[src/rtl/riscv_pkg.sv]
// Shared RISC-V pipeline definitions.
//   result_src_t : writeback result source (ALU, memory, PC+4)
//   alu_ctrl_t   : ALU operation encodings
//   ctrl_t       : 12-bit decode control bundle carried down the pipeline
package riscv_pkg;

  typedef enum logic [1:0] {
    RES_ALU = 2'b00,
    RES_MEM = 2'b01,
    RES_PC4 = 2'b10
  } result_src_t;

  typedef enum logic [3:0] {
    ALU_ADD = 4'b0000,
    ALU_SUB = 4'b0001,
    ALU_AND = 4'b0010,
    ALU_OR  = 4'b0011,
    ALU_SLL = 4'b0100,
    ALU_SLT = 4'b0101,
    ALU_SRL = 4'b0110,
    ALU_SRA = 4'b0111,
    ALU_BGE = 4'b1000,
    ALU_XOR = 4'b1001
  } alu_ctrl_t;

  typedef struct packed {
    logic        reg_write;
    logic        mem_write;
    result_src_t result_src;
    logic        branch;
    logic        jump;
    logic        jalr;
    logic        alu_src;
    alu_ctrl_t   alu_ctrl;
  } ctrl_t;

endpackage

[src/rtl/fwd_mux.sv]
// Operand forwarding selector for one source register.
//   rs, rf_data          : registered source address and register-file value
//   m_rd/m_reg_write/m_result : EX/MEM writeback candidate (highest priority)
//   w_rd/w_reg_write/w_result : MEM/WB writeback candidate
//   fwd_data             : selected operand value (combinational)
module fwd_mux #(
  parameter int Data_Width = 32
) (
  input  logic [4:0]            rs,
  input  logic [Data_Width-1:0] rf_data,
  input  logic [4:0]            m_rd,
  input  logic                  m_reg_write,
  input  logic [Data_Width-1:0] m_result,
  input  logic [4:0]            w_rd,
  input  logic                  w_reg_write,
  input  logic [Data_Width-1:0] w_result,
  output logic [Data_Width-1:0] fwd_data
);

  logic m_hit;
  logic w_hit;

  // x0 is hard-wired zero, so a write targeting it must never be forwarded.
  assign m_hit = m_reg_write && (m_rd != 5'd0) && (m_rd == rs);
  assign w_hit = w_reg_write && (w_rd != 5'd0) && (w_rd == rs);

  always_comb begin
    fwd_data = rf_data;
    if (m_hit)      fwd_data = m_result;
    else if (w_hit) fwd_data = w_result;
  end

endmodule

[src/rtl/id_ex_stage.sv]
// ID/EX pipeline stage register with operand forwarding and load-use detect.
//   clk, rst_n (sync, active-low), stall (hold), flush (bubble, beats stall)
//   d_*        : decode-slot instruction fields to capture
//   m_*, w_*   : EX/MEM and MEM/WB writeback candidates for forwarding
//   e_valid, e_rd, e_ctrl, e_pc : registered execute-slot fields
//   e_op1, e_op2, e_store_data  : forwarded ALU operands / store data
//   load_use   : load in execute feeds an operand of the decode instruction
module id_ex_stage
  import riscv_pkg::*;
#(
  parameter int Data_Width = 32
) (
  input  logic                  clk,
  input  logic                  rst_n,
  input  logic                  stall,
  input  logic                  flush,
  input  logic                  d_valid,
  input  logic [Data_Width-1:0] d_pc,
  input  logic [Data_Width-1:0] d_rs1_data,
  input  logic [Data_Width-1:0] d_rs2_data,
  input  logic [Data_Width-1:0] d_imm,
  input  logic [4:0]            d_rs1,
  input  logic [4:0]            d_rs2,
  input  logic [4:0]            d_rd,
  input  ctrl_t                 d_ctrl,
  input  logic [4:0]            m_rd,
  input  logic                  m_reg_write,
  input  logic [Data_Width-1:0] m_result,
  input  logic [4:0]            w_rd,
  input  logic                  w_reg_write,
  input  logic [Data_Width-1:0] w_result,
  output logic                  e_valid,
  output logic [Data_Width-1:0] e_op1,
  output logic [Data_Width-1:0] e_op2,
  output logic [Data_Width-1:0] e_store_data,
  output logic [Data_Width-1:0] e_pc,
  output logic [4:0]            e_rd,
  output ctrl_t                 e_ctrl,
  output logic                  load_use
);

  logic [4:0]            rs1_q;
  logic [4:0]            rs2_q;
  logic [Data_Width-1:0] rs1_data_q;
  logic [Data_Width-1:0] rs2_data_q;
  logic [Data_Width-1:0] imm_q;
  logic [Data_Width-1:0] fwd_rs1;
  logic [Data_Width-1:0] fwd_rs2;

  // A flush only kills valid/control; the data fields keep their old values
  // because nothing downstream acts on them while the slot is invalid.
  always_ff @(posedge clk) begin
    if (!rst_n) begin
      e_valid    <= 1'b0;
      e_ctrl     <= '0;
      e_rd       <= '0;
      e_pc       <= '0;
      rs1_q      <= '0;
      rs2_q      <= '0;
      rs1_data_q <= '0;
      rs2_data_q <= '0;
      imm_q      <= '0;
    end else if (flush) begin
      e_valid <= 1'b0;
      e_ctrl  <= '0;
    end else if (!stall) begin
      e_valid    <= d_valid;
      e_ctrl     <= d_ctrl;
      e_rd       <= d_rd;
      e_pc       <= d_pc;
      rs1_q      <= d_rs1;
      rs2_q      <= d_rs2;
      rs1_data_q <= d_rs1_data;
      rs2_data_q <= d_rs2_data;
      imm_q      <= d_imm;
    end
  end

  fwd_mux #(.Data_Width(Data_Width)) u_fwd_rs1 (
    .rs          (rs1_q),
    .rf_data     (rs1_data_q),
    .m_rd        (m_rd),
    .m_reg_write (m_reg_write),
    .m_result    (m_result),
    .w_rd        (w_rd),
    .w_reg_write (w_reg_write),
    .w_result    (w_result),
    .fwd_data    (fwd_rs1)
  );

  fwd_mux #(.Data_Width(Data_Width)) u_fwd_rs2 (
    .rs          (rs2_q),
    .rf_data     (rs2_data_q),
    .m_rd        (m_rd),
    .m_reg_write (m_reg_write),
    .m_result    (m_result),
    .w_rd        (w_rd),
    .w_reg_write (w_reg_write),
    .w_result    (w_result),
    .fwd_data    (fwd_rs2)
  );

  assign e_op1        = fwd_rs1;
  assign e_op2        = e_ctrl.alu_src ? imm_q : fwd_rs2;
  assign e_store_data = fwd_rs2;

  assign load_use = e_valid && (e_ctrl.result_src == RES_MEM) && (e_rd != 5'd0) &&
                    ((e_rd == d_rs1) || (e_rd == d_rs2));

endmodule

[config.mk]
export PLATFORM = sky130hd
export DESIGN_NAME = id_ex_stage
export DESIGN_NICKNAME = d
export VERILOG_FILES = /design/src/rtl/riscv_pkg.sv /design/src/rtl/fwd_mux.sv /design/src/rtl/id_ex_stage.sv
export SDC_FILE = /design/constraint.sdc
export NUM_CORES = 1
export LEC_CHECK = 0
export CAP_MARGIN = 10
export CORE_ASPECT_RATIO = 0.6
export CORE_MARGIN = 2
export CORE_UTILIZATION = 25
export DETAILED_ROUTE_END_ITERATION = 12
export GPL_TIMING_DRIVEN = 1
export SETUP_SLACK_MARGIN = 0.4
export SLEW_MARGIN = 20
export SYNTH_ARGS = -nofsm -noshare
export SYNTH_HDL_FRONTEND = slang
export SYNTH_SLANG_ARGS = --single-unit
[constraint.sdc]
create_clock -name clk -period 3.24 [get_ports clk]
set_input_delay 0.648 -clock clk [delete_from_list [all_inputs] [get_ports clk]]
set_output_delay 0.648 -clock clk [all_outputs]
set_load 0.02 [all_outputs]
# Yosys cells after proc, flatten, opt, wreduce, memory -nomap -nowiden
# Cells that the tools add are included.
totals:
  inputBits: 236
  register_bits: 156
  elab_cells: 46
  output_inout_bits: 147
op_classes:
  eq_ne: 7
  reduce_logical: 15
  mux: 5
  n_bitwise: 3
op_table:
  columns: ["cell", "n"]
  rows:
  - ["32-bit 2-to-1 mux", 5]
  - ["5-bit equality test", 6]
  - ["5-bit nonzero test", 3]
  - ["1-bit logical AND", 9]
  - ["1-bit NOT", 3]
  - ["2-bit by 1-bit equality test with 1-bit output, second input constant", 1]
  - ["2-bit AND reduction", 1]
  - ["2-bit OR reduction", 1]
  - ["1-bit logical OR", 1]

# Longest topological paths before layout
# Gate-level depths: netlist of run 1.
depth:
  ltp_word: 6
  ltp_mapped: 7
  ltp_nobuf: 5

# Hierarchy
# From an unflattened synthesis of run 1, not the netlist that was laid out.
hier_totals:
  hier_cells: 1089
  hier_area_um2: 8593.2
by_module_without_submodules:
  columns: ["module", "seq_area_each_um2", "n_inst", "cells_per_inst", "area_each_um2"]
  rows:
  - ["id_ex_stage", 3123.0, 1, 719, 6258.5]
  - ["fwd_mux", 0.0, 2, 185, 1167.4]

# Worst setup path after synthesis of run 1
# OpenSTA, ideal clock, no wires.
synth_path:
  path_kind: "input -> output"
  start: "in m_rd[0]"
  end: "out e_op2[30]"
  n_path_buf: 1
  stages: 6
  path_slack_ns: 0.196
  t_arrival_ns: 2.396
  required_ns: 2.592
  cell_sequence: "or4_4 > o211ai_4 > buf_2 > nor3_1 > a31oi_1 > mux2_1"
synth_via:
  elab_chain_cells: 5
  elab_cells_between_ends: 6
  classes_between: "eq/ne (1); mux (2); reduce/logical (3)"
synth_rtl:
  columns: ["item", "line_no", "text"]
  rows:
  - ["start: declaration", "id_ex_stage.sv:26", "input logic [4:0] m_rd,"]
  - ["5-bit nonzero test", "fwd_mux.sv:24", "assign m_hit = m_reg_write && (m_rd != 5'd0) && (m_rd == rs);"]
  - ["1-bit logical AND", "fwd_mux.sv:24", null]
  - ["1-bit logical AND (*)", "fwd_mux.sv:24", null]
  - ["32-bit 2-to-1 mux (*)", "fwd_mux.sv:29", "if (m_hit) fwd_data = m_result;"]
  - ["via e_store_data[30]", "id_ex_stage.sv:35", "output logic [Data_Width-1:0] e_store_data,"]
  - ["32-bit 2-to-1 mux (*)", "id_ex_stage.sv:104", "assign e_op2 = e_ctrl.alu_src ? imm_q : fwd_rs2;"]
  - ["end: declaration", "id_ex_stage.sv:34", "output logic [Data_Width-1:0] e_op2,"]
# The timed path passes the listed nets; every way through them passes the cells marked *.

# Final worst setup path of run 1
layout_path:
  start: "in w_rd[0]"
  end: "out e_op2[11]"
layout_via:
  elab_chain_cells: 6
  elab_cells_between_ends: 7
  classes_between: "eq/ne (1); mux (3); reduce/logical (3)"
layout_rtl:
  columns: ["item", "line_no", "text"]
  rows:
  - ["start: declaration", "id_ex_stage.sv:29", "input logic [4:0] w_rd,"]
  - ["5-bit nonzero test", "fwd_mux.sv:25", "assign w_hit = w_reg_write && (w_rd != 5'd0) && (w_rd == rs);"]
  - ["1-bit logical AND", "fwd_mux.sv:25", null]
  - ["1-bit logical AND (*)", "fwd_mux.sv:25", null]
  - ["32-bit 2-to-1 mux (*)", "fwd_mux.sv:30", "else if (w_hit) fwd_data = w_result;"]
  - ["32-bit 2-to-1 mux (*)", "fwd_mux.sv:29", null]
  - ["32-bit 2-to-1 mux (*)", "id_ex_stage.sv:104", null]
# Mark *: on every way between the ends. The rest lies on a longest branch, timed or not.

==> out/summary.txt, run 1 <==
====================================================================================
Run status                                                              finished, violations left
Violations in the final reports                                         negative setup slack
Post-route non-filler standard cell count                                       1901
Capture endpoint of the worst hold path                                     e_pc[27]
Share of the synthesized area in compound gates (AO/OA/AOI/OAI)                25.1%
Quantity of I/O buffers inserted on ports                                        382
Largest family of logic cells by synthesized area                       compound AO/OA/AOI/OAI gates
Overflow left after global routing                                                 0
Post-synthesis instance area                                             0.00840 mm2
Number of instances on the worst hold path                                         2
Antenna violations before repair                                                   3
Actual slew at the worst max-slew pin                                       0.780 ns
Critical path class                                                        in -> out
Number of clock buffers inserted by TritonCTS                                     17
Async set or reset register ratio after synthesis                                 0%
Post-layout power                                                            5.56 mW
Unique cell type count in the Yosys netlist                                       34
Skew-Pair Late Insertion Delay                                               0.45 ns
Number of core rows                                                               51
Area contributors post-synth                                            sky130_fd_sc_hd__dfxtp_1 37%, sky130_fd_sc_hd__nand2_1 13%, sky130_fd_sc_hd__a21boi_0 13%, sky130_fd_sc_hd__a31oi_4 7.6%, sky130_fd_sc_hd__mux2i_1 5.4%
Placed wire-length estimate                                                 26900 um
Arrival time of the worst setup path                                         2.68 ns
Number of flip-flops and latches in the synthesized netlist                      156
Buffer cell driving the clock tree root                                 sky130_fd_sc_hd__clkbuf_16
Library cell with the largest summed area after synthesis               sky130_fd_sc_hd__dfxtp_1
DRC violation count after routing                                                  0
Type of destination of the critical path                                 output port
Sequential cell area fraction in the yosys report                              37.2%
Clock-pin slew on the worst setup and hold paths                             0.07 ns
Number of enable flip-flop cells after synthesis                                   0
Share of the clock period used by the worst path after layout                   103%
R2R Path End                                                               e_ctrl[4]
Initial Utilization                                                            25.7%
Post-DP Area                                                              0.0134 mm2
Post-synth net total                                                            1245
Power per unit of standard cell area                                      365 mW/mm2
Uppermost signal routing layer after detailed routing                           met5
# fillers                                                                       3127
Die width                                                                     241 um
Routed met1 length                                                          19200 um
RSZ-0062 raised after global routing                                            true
Adder-cell share of the synthesized area                                          0%
Leakage power figure                                                         5.56 nW
Area overhead of the layout relative to synthesis                              81.4%
Total Nets Final                                                                1674
Final Slew Violations                                                              0
Share of synthesized cell area in and, or, nand and nor gates                  20.3%
Cell count after synthesis                                                      1009
Area used by multi-input combinational logic                             0.00553 mm2
Placed cell count                                                               1819
Highest clock frequency the design can meet                                0.301 GHz
Final Hold Slack                                                            0.465 ns
Worst slew slack as a fraction of its limit                                    48.0%
Mux share of post-synthesis cell area                                          9.65%
Final Critical Period                                                        3.33 ns
Area of the core                                                          0.0327 mm2
Iteration-0 DRC Markers                                                          463
Top FF cell, synth                                                      sky130_fd_sc_hd__dfxtp_1
Class of the most critical hold timing path                               reg -> reg
Crit path launch type                                                   primary input
Max clock buf depth                                                                2
Final WS setup                                                            -0.0858 ns
Syn Area/Cell                                                               8.33 um2
Largest clock skew in the final design                                          0 ns
Synth warnings                                                                     0
Total wirelength of the detailed-routed design                              39700 um
Count of final hold-check violations                                               0
Antenna-violating nets left                                                        0
XOR/XNOR Fraction of Synth Area                                                3.13%
Critical R2R Launch                                                        e_ctrl[4]
DIE AREA                                                                  0.0351 mm2
Count of boundary I/O pins                                                       383
Worst R2R Path Depth                                                               3
Met3 routed WL                                                               2370 um
Maximum fanout along the worst path                                                7
Post-synth top area share                                                      37.2%
Via count                                                                       8845
Final standard cell area without fillers                                  0.0152 mm2
Via density per instance                                                        4.65
Weighted congestion at the end of routability-driven global placement          0.859
Global-route usage over all layers                                             22.4%
Startpoint of the worst hold path                                           e_pc[27]
Slack of the worst reg-to-reg path                                           2.34 ns
Maximum number of pins on one net before global-route repair                      77
Met2 wire length                                                            17600 um
Clock tree from TritonCTS                                                        yes
Storage cell area                                                        0.00313 mm2
Number of clock sinks                                                            156
Number of endpoints failing setup at the final stage                              34
# H-tree levels                                                                    4
Routed len/inst                                                              20.9 um
Post-cts hold buffer count                                                         0
Placement-stage worst setup slack                                          -0.775 ns
Fraction of final layout cells sized beyond drive strength 1                   29.2%
Via count of the first global-routing pass                                      8755
Die Height                                                                    146 um
Worst endpoint required time                                                 2.59 ns
Pre-Repair DR Iteration Count                                                      5
First-pass GRT wire length                                                  57600 um
Worst supply voltage drop on vdd                                            0.378 mV
Number of max-capacitance violations reported                                      0
====================================================================================
## kinds of logic (layout without fill, tap and decap cells)
family,Yosys count,in the layout
XOR/XNOR,30,30
other,0,1
multiplexers,77,77
flip-flops,156,156
AND/OR/NAND/NOR,415,415
AO/OA/AOI/OAI,245,245
buffers and inverters,86,527
## registers in the layout, indices dropped and copies added, names as in the netlist, 5 cells and up
name and flops:
rs2_q 5, rs1_data_q 32, rs1_q 5, e_rd 5, e_ctrl 12, imm_q 32, rs2_data_q 32, e_pc 32
## stage by stage
| step | TNS [ns] | util (%) |
|---|---|---|
| after detailed placement | -60.42 | 40.8 |
| after CTS | -0.624 | 45.2 |
| after global routing | -3.97 | 46.6 |
| after floorplan | 0 | - |
| after global placement | -58.00 | 40.8 |
| final | -1.07 | 46.6 |
## routing by layer
metal | up-vias | track usage [%]
li1 | 4303 | -
met1 | 4265 | 30.5
met4 | 4 | 4.60
met3 | 35 | 6.43
met2 | 238 | 34.9
met5 | - | 0
## critical path, cell delays in order
cell and delay, ns:
sky130_fd_sc_hd__buf_8 0.10, sky130_fd_sc_hd__or4_4 0.56, sky130_fd_sc_hd__buf_4 0.16, sky130_fd_sc_hd__o211a_4 0.30, sky130_fd_sc_hd__buf_12 0.17, sky130_fd_sc_hd__nand3_1 0.08, sky130_fd_sc_hd__buf_4 0.12, sky130_fd_sc_hd__a31oi_4 0.10
sky130_fd_sc_hd__mux2_4 0.29, sky130_fd_sc_hd__buf_6 0.13
## cell usage after synthesis (2+ instances only)
cell type	count
sky130_fd_sc_hd__a21boi_0	143
sky130_fd_sc_hd__a21oi_1	32
sky130_fd_sc_hd__a31oi_1	3
sky130_fd_sc_hd__a31oi_4	30
sky130_fd_sc_hd__buf_12	3
sky130_fd_sc_hd__buf_2	11
sky130_fd_sc_hd__clkbuf_1	70
sky130_fd_sc_hd__dfxtp_1	156
sky130_fd_sc_hd__mux2_2	31
sky130_fd_sc_hd__mux2i_1	45
sky130_fd_sc_hd__nand2_1	287
sky130_fd_sc_hd__nand3_1	34
sky130_fd_sc_hd__nand4_1	2
sky130_fd_sc_hd__nor2_1	48
sky130_fd_sc_hd__nor3_1	35
sky130_fd_sc_hd__o21ai_0	2
sky130_fd_sc_hd__o21ai_1	31
sky130_fd_sc_hd__or4_4	2
sky130_fd_sc_hd__xnor2_1	18
sky130_fd_sc_hd__xor2_1	12
## cells in the final DEF, fill, tap and decap left out, drive strengths merged, types with 4 or more instances in the layout
master / netlist / layout
a21boi: 143 / 143
a21oi: 32 / 32
a31oi: 33 / 33
buf: 16 / 219
clkbuf: 70 / 20
clkdlybuf4s50: 0 / 268
dfxtp: 156 / 156
dlygate4sd2: 0 / 4
inv: 0 / 7
mux2: 32 / 32
mux2i: 45 / 45
nand2: 287 / 287
nand3: 34 / 34
nor2: 48 / 48
nor3: 35 / 35
o21ai: 33 / 33
xnor2: 18 / 18
xor2: 12 / 12
## worst max-delay path by stage
stage	startpoint	endpoint	slack, ns
global route	w_rd[0]	e_op2[3]	-0.13
floorplan	m_rd[0]	e_op1[19]	0.31
detailed placement	w_rd[0]	e_op2[5]	-0.78
CTS	w_rd[1]	e_op2[5]	-0.06
finish	w_rd[0]	e_op2[11]	-0.09
global placement	m_rd[0]	e_op2[5]	-0.75
## layout make-up
type / instances / share of cell area (%)
well taps: 450 / 3.69
clock buffers: 18 / 2.88
clock inverters: 13 / 0.690
diodes: 1 / 0.0164
multi-input cells: 767 / 36.3
repair buffers: 496 / 35.8
flip-flops and latches: 156 / 20.6
## timing repair
item / CTS / global route
pin swaps: 59 / 38
endpoints found under the setup margin: 97 / 97
setup buffers: 20 / 16
resized for setup: 683 / 59
gates cloned: 12 / 2
## report_power, final
group,switching (mW),internal [mW]
Sequential,0.0625,2.00
Combinational,0.703,0.831
Clock,0.946,1.01
Total,1.71,3.85
No activity file was read; power rests on OpenSTA's default activity.
==> run 2: changes to the inputs <==
--- a/config.mk
+++ b/config.mk
@@ -7,10 +7,11 @@
 export LEC_CHECK = 0
 export CAP_MARGIN = 10
 export CORE_ASPECT_RATIO = 0.6
-export CORE_MARGIN = 2
+export CORE_MARGIN = 3
 export CORE_UTILIZATION = 25
 export DETAILED_ROUTE_END_ITERATION = 12
 export GPL_TIMING_DRIVEN = 1
+export PLACE_DENSITY_LB_ADDON = 0.15
 export SETUP_SLACK_MARGIN = 0.4
 export SLEW_MARGIN = 20
 export SYNTH_ARGS = -nofsm -noshare
==> run 2 against run 1 <==
The flow still finishes with violations (negative setup slack). Clock power grew 7%. Global-route usage shrank 0.81 points. Design area up 4.7%. Hold slack worse by 0.0026 ns. Cell count up 1.3%. Highest routed layer is now met4. Via count fell by 1.3%. Critical path depth is the same. Largest cell class unchanged. Clock skew did not move. Register-to-register slack better by 0.05 ns. Maximum frequency is 2.1% lower.
==> out/summary.txt, run 2 (synthesis results as in run 1) <==
====================================================================================
Uppermost signal routing layer after detailed routing                           met4
Final WS setup                                                             -0.158 ns
Cells along the critical path                                           buf_4 -> xor2_2 -> or4b_4 -> buf_6 -> buf_12 -> buf_16 -> o21ai_4 -> a31oi_4 -> mux2_4 -> buf_6
Timing startpoint of the critical path                                       w_rd[2]
Fraction of final layout cells sized beyond drive strength 1                   32.0%
Via count                                                                       8731
Placed wire-length estimate                                                 27500 um
Count of boundary I/O pins                                                       383
Largest clock skew in the final design                                          0 ns
Arrival time of the worst setup path                                         2.75 ns
Maximum fanout along the worst path                                                8
Quantity of I/O buffers inserted on ports                                        382
Post-Route Utilization                                                         48.6%
Cell count along the critical path                                                10
Clock tree from TritonCTS                                                        yes
Worst Setup EP                                                             e_op2[15]
Kind of cell adding the most delay to the critical path                 buffers and inverters
Antenna-violating nets left                                                        0
Worst endpoint required time                                                 2.59 ns
Number of clock buffers inserted by TritonCTS                                     17
Commonest non-fill, non-tap cell in the layout                          sky130_fd_sc_hd__nand2_1
Total wirelength of the detailed-routed design                              39500 um
Crit-path max cell delay                                                     0.61 ns
DIE AREA                                                                  0.0359 mm2
Pre-Repair DR Iteration Count                                                      4
Clock-pin slew on the worst setup and hold paths                             0.07 ns
Worst R2R Path Depth                                                               2
Number of endpoints failing setup at the final stage                              32
First-pass GRT wire length                                                  58300 um
Initial Utilization                                                            25.6%
Worst supply voltage drop on vdd                                            0.371 mV
Global-route usage over all layers                                             21.5%
Number of max-capacitance violations reported                                      0
Violations in the final reports                                         negative setup slack
Highest clock frequency the design can meet                                0.294 GHz
Die Height                                                                    148 um
Iteration-0 DRC Markers                                                          320
Placement-stage worst setup slack                                          -0.794 ns
Actual slew at the worst max-slew pin                                       0.805 ns
Final Slew Violations                                                              0
Run status                                                              finished, violations left
Die width                                                                     243 um
Met2 wire length                                                            18000 um
Slack of the worst reg-to-reg path                                           2.39 ns
# H-tree levels                                                                    4
Total Nets Final                                                                1697
Most frequent cell on the critical path                                 sky130_fd_sc_hd__buf_6
Number of clock sinks                                                            156
RSZ-0062 raised after global routing                                            true
Max clock buf depth                                                                2
Via density per instance                                                        4.54
Area of the core                                                          0.0328 mm2
R2R Path End                                                               e_ctrl[4]
Leakage power figure                                                         5.80 nW
DRC violation count after routing                                                  0
Placed cell count                                                               1828
Post-cts hold buffer count                                                         0
Critical R2R Launch                                                        e_ctrl[4]
Worst slew slack as a fraction of its limit                                    46.3%
Weighted congestion at the end of routability-driven global placement          0.821
Overflow left after global routing                                                 0
Buffer cell driving the clock tree root                                 sky130_fd_sc_hd__clkbuf_16
Area overhead of the layout relative to synthesis                              89.9%
Final Hold Slack                                                            0.462 ns
Antenna violations before repair                                                   2
Power per unit of standard cell area                                      360 mW/mm2
Routed len/inst                                                              20.5 um
Combined buffer and inverter count along the critical path                         5
Met3 routed WL                                                               2300 um
Crit path launch type                                                   primary input
Skew-Pair Late Insertion Delay                                               0.44 ns
Via count of the first global-routing pass                                      8921
Critical path class                                                        in -> out
Share of the clock period used by the worst path after layout                   105%
Final Critical Period                                                        3.40 ns
Post-route non-filler standard cell count                                       1925
Most frequent cells in the layout                                       287 x sky130_fd_sc_hd__nand2_1, 265 x sky130_fd_sc_hd__clkdlybuf4s50_1, 150 x sky130_fd_sc_hd__dfxtp_1
Count of final hold-check violations                                               0
Post-layout power                                                            5.75 mW
Class of the most critical hold timing path                               reg -> reg
Routed met1 length                                                          18900 um
Critical path's slowest cell                                            sky130_fd_sc_hd__or4b_4
Type of destination of the critical path                                 output port
Number of core rows                                                               51
Maximum number of pins on one net before global-route repair                      81
====================================================================================
-- run 2: layer usage --
metal  vias to the layer above  track usage (%)
li1                       4343                -
met1                      4160             30.3
met2                       206             33.6
met3                        22             5.42
met4                         0             4.18
met5                         -                0
-- run 2: report_power, final --
group	total (mW)	switching, mW	internal (mW)
clock network	2.09	0.909	1.18
registers	2.07	0.0689	2.00
logic	1.59	0.729	0.858
-- run 2: how the worst min path moves through the flow --
| stage | end | slack, ns | depth (start not counted) | startpoint |
|---|---|---|---|---|
| detailed placement | rs2_data_q[6] | 0.46 | 2 | rs2_data_q[6] |
| global placement | e_pc[28] | 0.45 | 2 | e_pc[28] |
| floorplan | rs2_data_q[31] | 0.44 | 2 | rs2_data_q[31] |
| finish | e_pc[23] | 0.46 | 2 | e_pc[23] |
| CTS | e_pc[23] | 0.47 | 2 | e_pc[23] |
| global route | e_pc[19] | 0.49 | 2 | e_pc[19] |
-- run 2: cell type report --
| type | instances | area (um2) |
|---|---|---|
| fill | 3153 | 16800 |
| multi-input combinational | 767 | 5950 |
| timing repair buffer | 519 | 5710 |
| sequential | 156 | 3130 |
| tap | 450 | 563 |
| clock buffer | 19 | 453 |
| clock inverter | 12 | 139 |
| antenna | 2 | 5.00 |
-- run 2: through the flow --
step,setup TNS (ns),area [um2]
floorplan,0,8610
global placement,-56.96,13400
detailed placement,-58.46,13400
CTS,-1.72,15400
global route,-3.54,16000
finish,-2.34,16000
-- run 2: worst min-delay path, cell delays in order, from the launching register on --
cell	delay, ns
sky130_fd_sc_hd__dfxtp_1	0.31
sky130_fd_sc_hd__nand2_1	0.05
sky130_fd_sc_hd__a21boi_0	0.06
-- run 2: repair_timing --
item,in CTS,in global routing
setup endpoints to repair,97,97
setup buffers,38,14
resized for setup,706,104
pin swaps,61,29
gates cloned,11,1
==> variant 1: new RTL, config.mk and constraints of run 2 <==
Make the reset (`rst_n`) asynchronous in one clocked block.
--- a/src/rtl/id_ex_stage.sv
+++ b/src/rtl/id_ex_stage.sv
@@ -49,7 +49,7 @@
 
   // A flush only kills valid/control; the data fields keep their old values
   // because nothing downstream acts on them while the slot is invalid.
-  always_ff @(posedge clk) begin
+  always_ff @(posedge clk or negedge rst_n) begin
     if (!rst_n) begin
       e_valid    <= 1'b0;
       e_ctrl     <= '0;
Function: differs if rst_n is asserted again (counterexample within 4 cycles, from zero or initial values and one cycle with rst_n low); with rst_n held inactive, the same outputs for 4 cycles.
==> variant 1 against run 2 <==
  * Register-to-register slack got worse by 0.23 ns
  * Worst setup slack improved by 0.17 ns
  * Sequential cell count is the same
  * Hold slack worse by 0.27 ns
  * Wire length shrank 13%
  * Core utilization decreased by 1.7 points
  * Area after synthesis shrank 1.0%
  * Design area decreased by 4.1%
  * Sequential power grew 17%
  * Critical path depth unchanged
  * Power increased by 24%
  * Final cell count decreased by 13%
  * Fmax grew 5.1%
  * Die area decreased by 1.0%
  * Largest cell class is now buffers
  * Largest power group is now combinational logic
==> variant 1: results (changes against run 2) <==
place.gp.congestion: 0.833  # +1.5%
antenna_found_initial: 4  # +2
grt_pass1_vias: 7993  # -10%
reg2regPathDepth: 3  # +1
place_hpwl_um: 24200  # -12%
outcome: "complete, no violations"
synth_cell_types: 34  # unchanged
crit_arrival_ns: 2.58  # -0.17 ns
synthFlopType: "dfrtp_1"
place.detailed.instances: 1588  # -13%
grt_max_degree: 68  # -16%
diodes: 0  # -2
dp_slack_ns: -0.745  # +0.0490 ns
post_dp_cell_area_mm2: 0.0132  # -1.9%
yosys-top-cells-count: "dfrtp_1 (156), mux2_2 (117), mux2i_1 (71)"
firstDrtPassIters: 4  # unchanged
instances_no_fill: 1669  # -13%
dr.first_iter.drc_count: 254  # -21%
track_usage: 0.193  # -0.0228
fillers: 3048  # -3.3%
routed_wl_um: 34500  # -13%
cts_buffers: 17  # unchanged
p_switching_mw: 2.36  # +38%
yosysSeqAreaShare: 0.469  # +0.0978
num_vias: 7554  # -13%
synth.area.top_cells: "dfrtp_1 (47%), mux2_2 (16%), mux2i_1 (8.5%), a221oi_2 (4.7%), nand2_1 (2.9%)"
drive_gt1_frac: 0.423  # +0.104
fin_skew_ns: 0  # unchanged
grt_pass1_wl_um: 50800  # -13%
nNetsFinal: 1442  # -15%
synthCells: 748  # -26%
leakage_nw: 6.18  # +6.5%
critPathMaxFanout: 6  # -2
worst_pin_slew_ns: 0.726  # -0.0796 ns
hold_class: "in2async"
synth_nets: 984  # -21%
vdd_ir_drop_max_mv: 0.354  # -4.7%
==> variant 1: kinds of logic after synthesis <==
family,after synthesis,synth area share
DFF,156,0.469
and+or+nand+nor,168,0.0898
muxes,188,0.244
buffers and inverters,80,0.0515
xor gates and xnor gates,30,0.0316
AOI/OAI and AO/OA,126,0.114
==> variant 1: area by class of cell <==
type                    instances  area, µm²  area share
repair buffers                493       5290       0.346
multi-input cells             512       4870       0.318
flip-flops and latches        156       3910       0.255
well taps                     450        563      0.0368
clock buffers                  19        443      0.0289
clock inverters                13        130     0.00850
inverters                      26       97.6     0.00638
==> variant 1: routing by layer <==
metal  wire, µm  share of wire  GRT usage
met5         44         0.0013          0
met2      16000           0.46      0.304
met3       2540          0.074     0.0612
met1      15500           0.45      0.257
met4        456          0.013     0.0459
==> variant 1: repair_timing <==
| item | in CTS | in global routing |
|---|---|---|
| pin swaps | 65 | 36 |
| resized for setup | 673 | 62 |
| setup buffers | 29 | 8 |
| cloned | 11 | 1 |
| endpoints found under the setup margin | 97 | 97 |
==> variant 1: final timing paths <==
kind,startpoint,endpoint,slack (ns)
max,w_rd[0],e_op2[5],0.008
min,rst_n,e_pc[1],0.19
max reg2reg,rs2_q[1],rs2_q[1],2.16
min reg2reg,rs1_data_q[10],rs1_data_q[10],0.51
max in group asynchronous,rst_n,imm_q[16],2.30
min in group clk,rs1_data_q[10],rs1_data_q[10],0.51
==> variant 1: metrics by stage <==
stage                util  hold slack, ns
finish              0.469           0.194
global route        0.469           0.221
CTS                 0.457           0.222
detailed placement  0.404           0.495
global placement    0.404           0.488
floorplan               -           0.352
==> variant 1: power groups by stage <==
stage	sequential (mW)	combinational (mW)	clock (mW)
after global routing	2.46	2.84	2.18
after global placement	2.42	2.39	0
after detailed placement	2.42	2.39	0
after floorplan	2.46	1.05	0
final	2.42	2.67	2.02
after CTS	2.42	2.59	2.09
==> variant 1: worst max-delay path, stage by stage <==
cell	delay, ns
buf_6	0.09
or4_4	0.54
o21a_4	0.22
buf_6	0.12
nand3_4	0.08
buf_12	0.16
buf_12	0.17
mux2i_4	0.27
a221oi_2	0.08
buf_4	0.18
==> variant 2: new RTL, flow settings as in run 2 <==
Without the edit above. `Data_Width` is set to 32 in 2 places; all go to 64.
--- a/src/rtl/fwd_mux.sv
+++ b/src/rtl/fwd_mux.sv
@@ -4,7 +4,7 @@
 //   w_rd/w_reg_write/w_result : MEM/WB writeback candidate
 //   fwd_data             : selected operand value (combinational)
 module fwd_mux #(
-  parameter int Data_Width = 32
+  parameter int Data_Width = 64
 ) (
   input  logic [4:0]            rs,
   input  logic [Data_Width-1:0] rf_data,
--- a/src/rtl/id_ex_stage.sv
+++ b/src/rtl/id_ex_stage.sv
@@ -8,7 +8,7 @@
 module id_ex_stage
   import riscv_pkg::*;
 #(
-  parameter int Data_Width = 32
+  parameter int Data_Width = 64
 ) (
   input  logic                  clk,
   input  logic                  rst_n,
Ports: changed (10 resized); port bits go from 383 to 703. No check against the original RTL was run, so the function may have changed too.
==> variant 2 against run 2 <==
  * The run still ends with negative setup slack left
  * Critical path depth grew 2
  * Clock power is 95% higher
  * Power is 88% higher
  * Sequential power increased by 82%
  * Count of clock-buffer cells in the layout increased by 28
  * Design area rose by 86%
  * Worst setup slack got worse by 0.13 ns
  * Sequential cell count is 128 higher
  * Final cell count up 86%
  * Wire length up 100%
  * Fmax fell by 3.8%
  * Area after synthesis grew 72%
  * First-iteration DRC count grew to 2.7 times the old value
==> variant 2: results (changes against run 2) <==
outcome: "finished with violations"
violations: "negative setup slack"
nNetsFinal: 3213  # +89%
crit_path_max_incr_delay_ns: 0.57  # -0.04 ns
track_usage: 0.245  # +0.0296
yosys-top-cells-count: "nand2_1 (576), dfxtp_1 (284), a21boi_0 (271)"
cts_buffers: 34  # +17
antenna_found_initial: 16  # +14
leakage_nw: 11.1  # +92%
syn_area_per_cell_um2: 7.64  # -8.2%
port_buffers: 702  # +84%
p_switching_mw: 3.08  # +80%
firstDrtPassIters: 5  # +1
reg2regPathDepth: 3  # +1
via_per_inst: 4.79  # +5.5%
fin_ws_ns: -0.290  # -0.132 ns
place.detailed.instances: 3336  # +82%
max_slew_margin: 0.572  # +0.109
synth_cell_types: 35  # +2.9%
critPathMaxFanout: 7  # -1
fillers: 5166  # +64%
place.gp.congestion: 0.852  # +3.8%
setup_viol: 180  # +460%
holdPathEnd: "e_pc[22]"
clock_power_mw: 4.07  # +95%
rrSetupSlack_ns: 2.15  # -0.24 ns
min_from: "e_pc[22]"
p_comb_mw: 2.96  # +86%
crit_arrival_ns: 2.88  # +0.13 ns
grt_pass1_wl_um: 112000  # +92%
routed_wl_um: 79700  # +100%
vdd_ir_drop_max_mv: 0.363  # -2.1%
post_dp_cell_area_mm2: 0.0245  # +82%
grt_max_degree: 112  # +38%
cp_slowest_cell: "or4_4"
cts_max_level: 2  # -2
grt_pass1_vias: 17300  # +94%
synth.area.top_cells: "dfxtp_1 (39%), nand2_1 (15%), a21boi_0 (14%), mux2i_1 (5.3%), nor2_1 (3.8%)"
clockBufferDepth: 3  # +1
yosysSeqAreaShare: 0.394  # +0.0221
whs_ns: 0.461  # -0.00130 ns
p_int_mw: 7.72  # +91%
drive_gt1_frac: 0.342  # +0.0219
[variant 2: changes by cell type after synthesis, moves of 33 or more]
cell	run 2	this run
and3_1	0	33
clkbuf_1	70	125
nand2_1	287	576
nor2_1	48	147
o31ai_1	0	33
dfxtp_1	156	284
a21boi_0	143	271
[variant 2: repair_timing]
action	in CTS	in global routing
gates cloned	17	3
resized for setup	1285	276
endpoints found under the setup margin	194	193
pin swaps	96	85
setup buffers	109	43
[variant 2: how the worst max path moves through the flow]
| stage | from | end | slack (ns) | depth (start not counted) |
|---|---|---|---|---|
| CTS | w_rd[3] | e_op2[52] | -0.32 | 12 |
| floorplan | m_rd[0] | e_op2[11] | 0.25 | 7 |
| finish | w_rd[0] | e_op2[37] | -0.29 | 12 |
| detailed placement | m_rd[2] | e_op2[39] | -0.89 | 8 |
| global route | w_rd[0] | e_op2[52] | -0.33 | 12 |
| global placement | w_rd[0] | e_op2[39] | -0.90 | 9 |
[variant 2: area by class of cell]
cell class | instances | area [µm²] | share of cell area
Multi-Input combinational cell | 1443 | 10500 | 0.355
Clock inverter | 11 | 136 | 0.00460
Sequential cell | 284 | 5710 | 0.192
Antenna cell | 7 | 17.5 | 0.000590
Tap cell | 759 | 950 | 0.0320
Clock buffer | 47 | 1020 | 0.0345
Timing Repair Buffer | 1022 | 11300 | 0.381
[variant 2: cells by family after synthesis]
logic type,count (synthesis),share of synthesized area
and+or+nand+nor,835,0.231
AOI/OAI and AO/OA,469,0.232
DFF,284,0.394
buffers and inverters,163,0.0471
muxes,108,0.0775
xor gates and xnor gates,30,0.0182
[variant 2: layer usage]
layer	GRT usage	up-vias	routed length (µm)
li1	-	8201	-
met3	0.0673	125	5330
met5	0	-	135
met4	0.0634	18	1600
met1	0.311	8280	34600
met2	0.411	481	38100
